File: src/rtl/map_pkg.sv
// Shared definitions for the map tile consumer: tile codes, default map
// geometry, score values and the consumer FSM state encoding.
package map_pkg;

    localparam int MAP_WIDTH_DEF     = 21;
    localparam int MAP_HEIGHT_DEF    = 21;
    localparam int PELLET_POINTS_DEF = 10;
    localparam int POWER_POINTS_DEF  = 50;

    localparam logic [2:0] TILE_EMPTY  = 3'd0;
    localparam logic [2:0] TILE_WALL   = 3'd1;
    localparam logic [2:0] TILE_PELLET = 3'd2;
    localparam logic [2:0] TILE_POWER  = 3'd3;

    typedef enum logic [2:0] {
        ST_IDLE  = 3'd0,
        ST_ISSUE = 3'd1,
        ST_WAIT  = 3'd2,
        ST_EVAL  = 3'd3,
        ST_WRITE = 3'd4,
        ST_DONE  = 3'd5
    } state_e;

    // Only pellets and power pellets are eaten; codes 4-7 are left alone.
    function automatic logic is_consumable(input logic [2:0] code);
        return (code == TILE_PELLET) || (code == TILE_POWER);
    endfunction

endpackage

File: src/rtl/score_keeper.sv
// Saturating score accumulator and remaining-pellet down-counter, updated
// by single-cycle strobes issued while the consumer is writing EMPTY back.
module score_keeper
    import map_pkg::*;
#(
    parameter int INITIAL_PELLETS = 200,
    parameter int PELLET_POINTS   = PELLET_POINTS_DEF,
    parameter int POWER_POINTS    = POWER_POINTS_DEF
) (
    input  logic        clk_i,
    input  logic        rst_i,
    input  logic        add_pellet_i,
    input  logic        add_power_i,
    output logic [15:0] score_o,
    output logic [8:0]  pellets_left_o,
    output logic        all_eaten_o
);

    localparam logic [15:0] PELLET_INC   = 16'(PELLET_POINTS);
    localparam logic [15:0] POWER_INC    = 16'(POWER_POINTS);
    localparam logic [8:0]  PELLET_START = 9'(INITIAL_PELLETS);

    logic [15:0] score_q, score_d;
    logic [8:0]  pellets_q, pellets_d;

    // Adds without wrapping: an overflow pins the result at 16'hFFFF.
    function automatic logic [15:0] sat_add16(input logic [15:0] a, input logic [15:0] b);
        logic [16:0] sum;
        sum = {1'b0, a} + {1'b0, b};
        return sum[16] ? 16'hFFFF : sum[15:0];
    endfunction

    // Decrements without wrapping: zero stays zero.
    function automatic logic [8:0] sat_dec9(input logic [8:0] a);
        return (a == 9'd0) ? 9'd0 : a - 9'd1;
    endfunction

    // Next score / pellet count from the eat strobes.
    always_comb begin
        score_d   = score_q;
        pellets_d = pellets_q;
        if (add_pellet_i) begin
            score_d   = sat_add16(score_q, PELLET_INC);
            pellets_d = sat_dec9(pellets_q);
        end else if (add_power_i) begin
            score_d   = sat_add16(score_q, POWER_INC);
            pellets_d = sat_dec9(pellets_q);
        end
    end

    // Counter registers, restored to the start-of-game values on reset.
    always_ff @(posedge clk_i) begin
        if (rst_i) begin
            score_q   <= 16'd0;
            pellets_q <= PELLET_START;
        end else begin
            score_q   <= score_d;
            pellets_q <= pellets_d;
        end
    end

    assign score_o        = score_q;
    assign pellets_left_o = pellets_q;
    assign all_eaten_o    = (pellets_q == 9'd0);

endmodule

File: src/rtl/map_tile_consumer.sv
// Read-modify-write front end for the map RAM controller: reads the tile
// under Pac-Man, clears it if it holds a pellet or power pellet, updates the
// score/pellet counters and pulses done with the outcome flags.
module map_tile_consumer
    import map_pkg::*;
#(
    parameter int MAP_WIDTH       = MAP_WIDTH_DEF,
    parameter int MAP_HEIGHT      = MAP_HEIGHT_DEF,
    parameter int READ_LATENCY    = 1,
    parameter int INITIAL_PELLETS = 200,
    parameter int PELLET_POINTS   = PELLET_POINTS_DEF,
    parameter int POWER_POINTS    = POWER_POINTS_DEF
) (
    input  logic        clock_50,
    input  logic        reset,
    input  logic        req,
    input  logic [4:0]  tile_x,
    input  logic [4:0]  tile_y,
    output logic        busy,
    output logic        done,
    output logic        ate_pellet,
    output logic        ate_power,
    output logic        bad_coord,
    output logic [15:0] score,
    output logic [8:0]  pellets_left,
    output logic        all_eaten,
    output logic [4:0]  map_x,
    output logic [4:0]  map_y,
    output logic [2:0]  sprite_data_out,
    output logic        readwrite,
    input  logic [2:0]  sprite_data_in
);

    // Last WAIT count before the read data is valid at the controller output.
    localparam logic [1:0] WAIT_LAST = 2'(READ_LATENCY - 1);

    state_e      state_q, state_d;
    logic [4:0]  map_x_q, map_x_d;
    logic [4:0]  map_y_q, map_y_d;
    logic [2:0]  tile_q, tile_d;
    logic        bad_q, bad_d;
    logic [1:0]  wait_cnt_q, wait_cnt_d;
    logic        in_range;
    logic        add_pellet;
    logic        add_power;

    assign in_range = (int'(tile_x) < MAP_WIDTH) && (int'(tile_y) < MAP_HEIGHT);

    // State register; reset aborts any transaction at the next edge.
    always_ff @(posedge clock_50) begin
        if (reset) begin
            state_q <= ST_IDLE;
        end else begin
            state_q <= state_d;
        end
    end

    // Next-state logic: out-of-range requests skip the RAM entirely.
    always_comb begin
        state_d = state_q;
        unique case (state_q)
            ST_IDLE:  if (req) state_d = in_range ? ST_ISSUE : ST_DONE;
            ST_ISSUE: state_d = ST_WAIT;
            ST_WAIT:  if (wait_cnt_q == WAIT_LAST) state_d = ST_EVAL;
            ST_EVAL:  state_d = is_consumable(sprite_data_in) ? ST_WRITE : ST_DONE;
            ST_WRITE: state_d = ST_DONE;
            ST_DONE:  state_d = ST_IDLE;
            default:  state_d = ST_IDLE;
        endcase
    end

    // Transaction context: address latched on accept, tile code captured in EVAL.
    always_comb begin
        map_x_d    = map_x_q;
        map_y_d    = map_y_q;
        tile_d     = tile_q;
        bad_d      = bad_q;
        wait_cnt_d = wait_cnt_q;
        unique case (state_q)
            ST_IDLE: begin
                if (req) begin
                    map_x_d = tile_x;
                    map_y_d = tile_y;
                    tile_d  = TILE_EMPTY;
                    bad_d   = !in_range;
                end
            end
            ST_ISSUE: wait_cnt_d = 2'd0;
            ST_WAIT:  wait_cnt_d = wait_cnt_q + 2'd1;
            ST_EVAL:  tile_d = sprite_data_in;
            default: ;
        endcase
    end

    // Context registers; address and flags return to known values on reset.
    always_ff @(posedge clock_50) begin
        if (reset) begin
            map_x_q    <= 5'd0;
            map_y_q    <= 5'd0;
            tile_q     <= TILE_EMPTY;
            bad_q      <= 1'b0;
            wait_cnt_q <= 2'd0;
        end else begin
            map_x_q    <= map_x_d;
            map_y_q    <= map_y_d;
            tile_q     <= tile_d;
            bad_q      <= bad_d;
            wait_cnt_q <= wait_cnt_d;
        end
    end

    // Outputs decoded from state; flags exist only while done is high.
    always_comb begin
        busy            = (state_q != ST_IDLE);
        done            = (state_q == ST_DONE);
        readwrite       = (state_q == ST_WRITE);
        ate_pellet      = (state_q == ST_DONE) && (tile_q == TILE_PELLET);
        ate_power       = (state_q == ST_DONE) && (tile_q == TILE_POWER);
        bad_coord       = (state_q == ST_DONE) && bad_q;
        add_pellet      = (state_q == ST_WRITE) && (tile_q == TILE_PELLET);
        add_power       = (state_q == ST_WRITE) && (tile_q == TILE_POWER);
        map_x           = map_x_q;
        map_y           = map_y_q;
        sprite_data_out = TILE_EMPTY;
    end

    score_keeper #(
        .INITIAL_PELLETS (INITIAL_PELLETS),
        .PELLET_POINTS   (PELLET_POINTS),
        .POWER_POINTS    (POWER_POINTS)
    ) u_score (
        .clk_i          (clock_50),
        .rst_i          (reset),
        .add_pellet_i   (add_pellet),
        .add_power_i    (add_power),
        .score_o        (score),
        .pellets_left_o (pellets_left),
        .all_eaten_o    (all_eaten)
    );

endmodule

File: config.mk
export PLATFORM = sky130hd
export DESIGN_NAME = map_tile_consumer
export DESIGN_NICKNAME = d
export VERILOG_FILES = /design/src/rtl/map_pkg.sv /design/src/rtl/score_keeper.sv /design/src/rtl/map_tile_consumer.sv
export SDC_FILE = /design/constraint.sdc
export NUM_CORES = 1
export LEC_CHECK = 0
export ABC_AREA = 1
export CORE_ASPECT_RATIO = 0.5
export CORE_UTILIZATION = 53
export CTS_CLUSTER_DIAMETER = 120
export DETAILED_ROUTE_END_ITERATION = 7
export PLACE_DENSITY = 0.95
export SLEW_MARGIN = 20
export SYNTH_ARGS = -nofsm -noshare
export SYNTH_HDL_FRONTEND = slang
export SYNTH_SLANG_ARGS = --single-unit
File: constraint.sdc
create_clock -name clock_50 -period 4.1 [get_ports clock_50]
set_input_delay 0.615 -clock clock_50 [delete_from_list [all_inputs] [get_ports clock_50]]
set_output_delay 0.615 -clock clock_50 [all_outputs]
set_load 0.02 [all_outputs]
# Word-level counts from Yosys, hierarchy flattened

Index checks and enable logic that the tools add are counted.

Bits in registers: 44
Output and inout port bits: 45

$add $sub $neg: 4
Magnitude comparators: 2
Equal/unequal tests: 11
Mux-type cells: 15
Reduce and logical (&&, ||, !) cells: 18

Operator list:

| cell                  | number |
|---|---|
| $mux 16               | 4 |
| $mux 9                | 3 |
| $eq 3x2->1 const B    | 6 |
| $add 16x4->17 const B | 1 |
| $add 16x6->17 const B | 1 |
| $pmux 3 s5            | 1 |
| $mux 3                | 4 |
| $lt 5x5->1 const B    | 2 |
| $logic_not 9->1       | 1 |
| $sub 9x1->9 const B   | 1 |
| $eq 3x3->1 const B    | 2 |
| $logic_and 1x1->1     | 6 |
| $pmux 3 s2            | 1 |
| $reduce_and 2->1      | 3 |
| $reduce_bool 2->1     | 3 |
| $ne 2x2->1 const B    | 2 |
| $pmux 2 s2            | 1 |
| $eq 3x1->1 const B    | 1 |
| $logic_not 3->1       | 1 |
| $reduce_bool 3->1     | 1 |
| $add 2x1->2 const B   | 1 |
| $logic_not 2->1       | 1 |
| $logic_not 1->1       | 1 |
| $logic_or 1x1->1      | 1 |
| $mux 1                | 1 |

# Depth between registers and ports, before layout

Depth in word-level cells: 5
Mapped depth: 11
Gate-level depth less buffers: 11

# Cells and area by module

From an unflattened synthesis, not the netlist that was laid out.

Cells, all modules: 392
Area total of the unflattened synthesis: 2521.2 sq um

By module, submodules not included:

| module            | times used | cells each | area each (sq um) |
|---|---|---|---|
| score_keeper      | 1          | 258        | 1594.0 |
| map_tile_consumer | 1          | 134        | 927.1 |

# Worst setup path after synthesis

Ideal clock, no wire load.

Path type: register to output
Start: reg state_q[0]
End: out ate_power
Arrival: 1496 ps
Data required time: 3485 ps
Slack: 1989 ps
Cell stages (with the launch flop): 5
Buffers on the path: 0
Cell sequence: dfxtp_1 > inv_1 > nor2_1 > inv_1 > nor3_1

Word-level cells in the longest chain between the ends: 2

RTL lines:

| what                     | RTL line                 | text |
|---|---|---|
| start: declaration       | map_tile_consumer.sv:37  | `state_e state_q, state_d;` |
| start signal: assignment | map_tile_consumer.sv:54  | `state_q <= state_d;` |
| $eq 3x3->1               | n/a                      |  |
| via done                 | map_tile_consumer.sv:20  | `output logic done,` |
| $logic_and 1x1->1        | map_tile_consumer.sv:118 | `ate_power = (state_q == ST_DONE) && (tile_q == TILE_POWER);` |
| end: declaration         | map_tile_consumer.sv:22  | `output logic ate_power,` |

The timed path passes the listed nets, and every way through them passes these cells.

# Worst setup path in the final report

Start: reg state_q[0]
End: out ate_power

Word-level cells in the longest chain between the ends: 2

RTL lines:

| what              | RTL line |
|---|---|
| $eq 3x3->1        | map_tile_consumer.sv:118 |
| $logic_and 1x1->1 | map_tile_consumer.sv:118 |

No other way between the ends.

==> impl_metrics.tcl <==
set metrics [dict create \
    status "complete, no violations" \
    postSynthRegisterBits 44 \
    nNetsFinal 434 \
    cpMostUsedCell "inv_1" \
    met2_usage_pct 44.5 \
    pwr_density_cell_mw_per_mm2 316 \
    via_per_inst 5.34 \
    ctsResizeCount 0 \
    die_w_um 98.2 \
    setup_slack_ns 1.56 \
    drtIter0Drc 170 \
    crit_chain "inv_1 > nor2_1 > inv_1 > nor3_1 > clkdlybuf4s50_1" \
    clockBufferDepth 2 \
    totalPowerFinal_w 0.000979 \
    cp-start-kind "flop" \
    post_cts_buffers 0 \
    synthArstFlopShare_pct 0 \
    layout-drive-gt1-share_pct 7.23 \
    dp_slack_ns 1.90 \
    hold_buffers 0 \
    grt_use_total_pct 25.3 \
    yosys_most_used_dff "dfxtp_1" \
    rsz0062_at_grt "false" \
    synth-edff-count 0 \
    fin_crit_ns 2.54 \
    grt_use_met3_pct 4.40 \
    routed_wl_um 5840 \
    grt-ovfl-total 0 \
    cts_tree "yes" \
    globalplace.congestion 0.909 \
    grt_pass1_wl_um 9980 \
    drt_drc_violations_left 0 \
    p_leak_nw 1.31 \
    netlist_instances 362 \
    busiest_layer "met2" \
    clk_latency_ns 0.29 \
    place_inst 465 \
    vdd_drop_max_uv 274 \
    cpMaxStageDelayCell "clkdlybuf4s50_1" \
    portBuffers 57 \
    via_count 2520 \
    worstPathRequired_ns 3.48 \
    min_path_type "flop to flop" \
    worst_clock_skew_ns 0.00616 \
    fmax_ghz 0.394 \
    synth_warnings 0 \
    use_met1_pct 31.3 \
    setup_violations 0 \
    area_delta_synth_final_pct 26.4 \
    yosys.area.top_type "dfxtp_1" \
    slowest_delay_ns 0.63 \
    arrival_ns 1.92 \
    yosysSeqAreaShare_pct 35.9 \
    yosys-top-cells-count "83 x nand2_1, 44 x dfxtp_1, 43 x inv_1" \
    ant_nets 0 \
    synth_cell_types 40 \
    clkSinkCount 44 \
    path_buf_inv 3 \
    grt_pass1_vias 2287 \
    core.rowCount 17 \
    ios 61 \
    final_cell_count_no_fill 472 \
    synthesis.area_mm2 0.00245 \
    wl_per_cell_um 12.4 \
    antenna_found_initial 0 \
    synth.area.top_cells "dfxtp_1 36%, nand2_1 13%, nand3_1 7.1%" \
    core_area_mm2 0.00442 \
    drv_slew 0 \
    cts_buffers 5 \
    finalHoldViolCount 0 \
    path_max_fanout 6 \
    antenna_cells 0 \
    dp_hpwl_um 4190 \
    path_delay_family "buffers and inverters" \
    yosysMostFrequentCell "nand2_1" \
    die_y_um 50.1 \
    stdcell_area_mm2 0.00310 \
    setup_tns_ns 0 \
    grt_max_degree 32 \
    start_util_pct 55.5 \
    end_kind "primary output" \
    placed_area_mm2 0.00303 \
    path_clk_slew_ns 0.07 \
    fin_crit_sh_pct 61.9 \
    cts-root-buf "clkbuf_8" \
    fp.dieArea_mm2 0.00492 \
    synth_top_area_share_pct 35.9 \
    syn_area_per_cell_um2 6.78 \
    cts_htree_levels 2 \
    path_class "flop to primary output" \
    max-cap-violations 0 \
    firstDrtPassIters 7 \
]
cell families after synthesis:
kind of cell             synth area share (%)
AO/OA/AOI/OAI                            12.8
XOR/XNOR                                 4.28
adder cells (fa/ha/maj)                  1.53
buffers and inverters                    11.0
flip-flops                               35.9
other                                   0.153
AND/OR/NAND/NOR                          34.3
registers in the layout, indices dropped and copies added, names as in the netlist:
| name | count |
|---|---|
| bad_q | 1 |
| u_score.score_o | 16 |
| state_q | 3 |
| tile_q | 3 |
| map_x | 5 |
| wait_cnt_q | 2 |
| u_score.pellets_left_o | 9 |
| map_y | 5 |
where the power goes:
part	internal [W]	switching, W
sequential	0.000456	0.0000234
combinational	0.0000941	0.000150
clock	0.000116	0.000140
total	0.000666	0.000313
worst register-to-register path: stages, from the launching register on:
cell     delay [ns]
dfxtp_1        0.36
inv_1          0.06
nor2_1         0.23
nand2_4        0.19
inv_2          0.34
nand4_2        0.27
nand3_1        0.17
nand2_1        0.06
inv_1          0.05
cell usage in the layout (no fill, tap or decap), types with 2 or more instances in the layout:
| master | n |
|---|---|
| nand2_1 | 83 |
| clkdlybuf4s50_1 | 57 |
| dfxtp_1 | 44 |
| inv_1 | 43 |
| nor2_1 | 35 |
| nand3_1 | 35 |
| a21oi_1 | 30 |
| o21ai_1 | 9 |
| xor2_1 | 8 |
| o21ai_0 | 7 |
| nand4_1 | 5 |
| inv_2 | 5 |
| nand2_2 | 5 |
| nor3_1 | 5 |
| clkbuf_8 | 5 |
| xnor2_1 | 4 |
| ha_1 | 3 |
| conb_1 | 3 |
| o22ai_1 | 2 |
| nand2_4 | 2 |
| nor2_4 | 2 |
| nor2_2 | 2 |
| o21ai_2 | 2 |
| o21a_1 | 2 |
metrics by stage:
step | util [%] | hold slack [ns]
after CTS | 70.1 | 0.456
final | 70.1 | 0.455
after global placement | 68.4 | 0.437
after global routing | 70.1 | 0.468
after detailed placement | 68.4 | 0.446
after floorplan | - | 0.423
per-layer routing:
layer	share of wire (%)	routed length, um
met5	0	0
met4	1.4	81
met3	5.5	322
met2	48	2780
met1	46	2660
cell type report:
class                      instances  area [um^2]
clock inverter                     1         5.00
fill                             347         1320
multi-input combinational        257         1310
tap                               57         71.3
inverter                          49          184
sequential                        44          881
clock buffer                       6         72.6
timing repair buffer              58          578
final timing paths:
kind                                                 start                               to  slack, ns  depth (start not counted)
worst max-delay path               state_q[0]$_SDFFE_PP0P_                        ate_power       1.56                          5
worst min-delay path            wait_cnt_q[0]$_SDFFE_PP0P_       wait_cnt_q[0]$_SDFFE_PP0P_       0.45                          1
worst max register to register      tile_q[1]$_SDFFE_PP0P_  u_score.score_o[9]$_SDFFE_PP0P_       2.34                          8
worst min register to register  wait_cnt_q[0]$_SDFFE_PP0P_       wait_cnt_q[0]$_SDFFE_PP0P_       0.45                          1
Note: power is estimated with default switching activity, not from simulation.
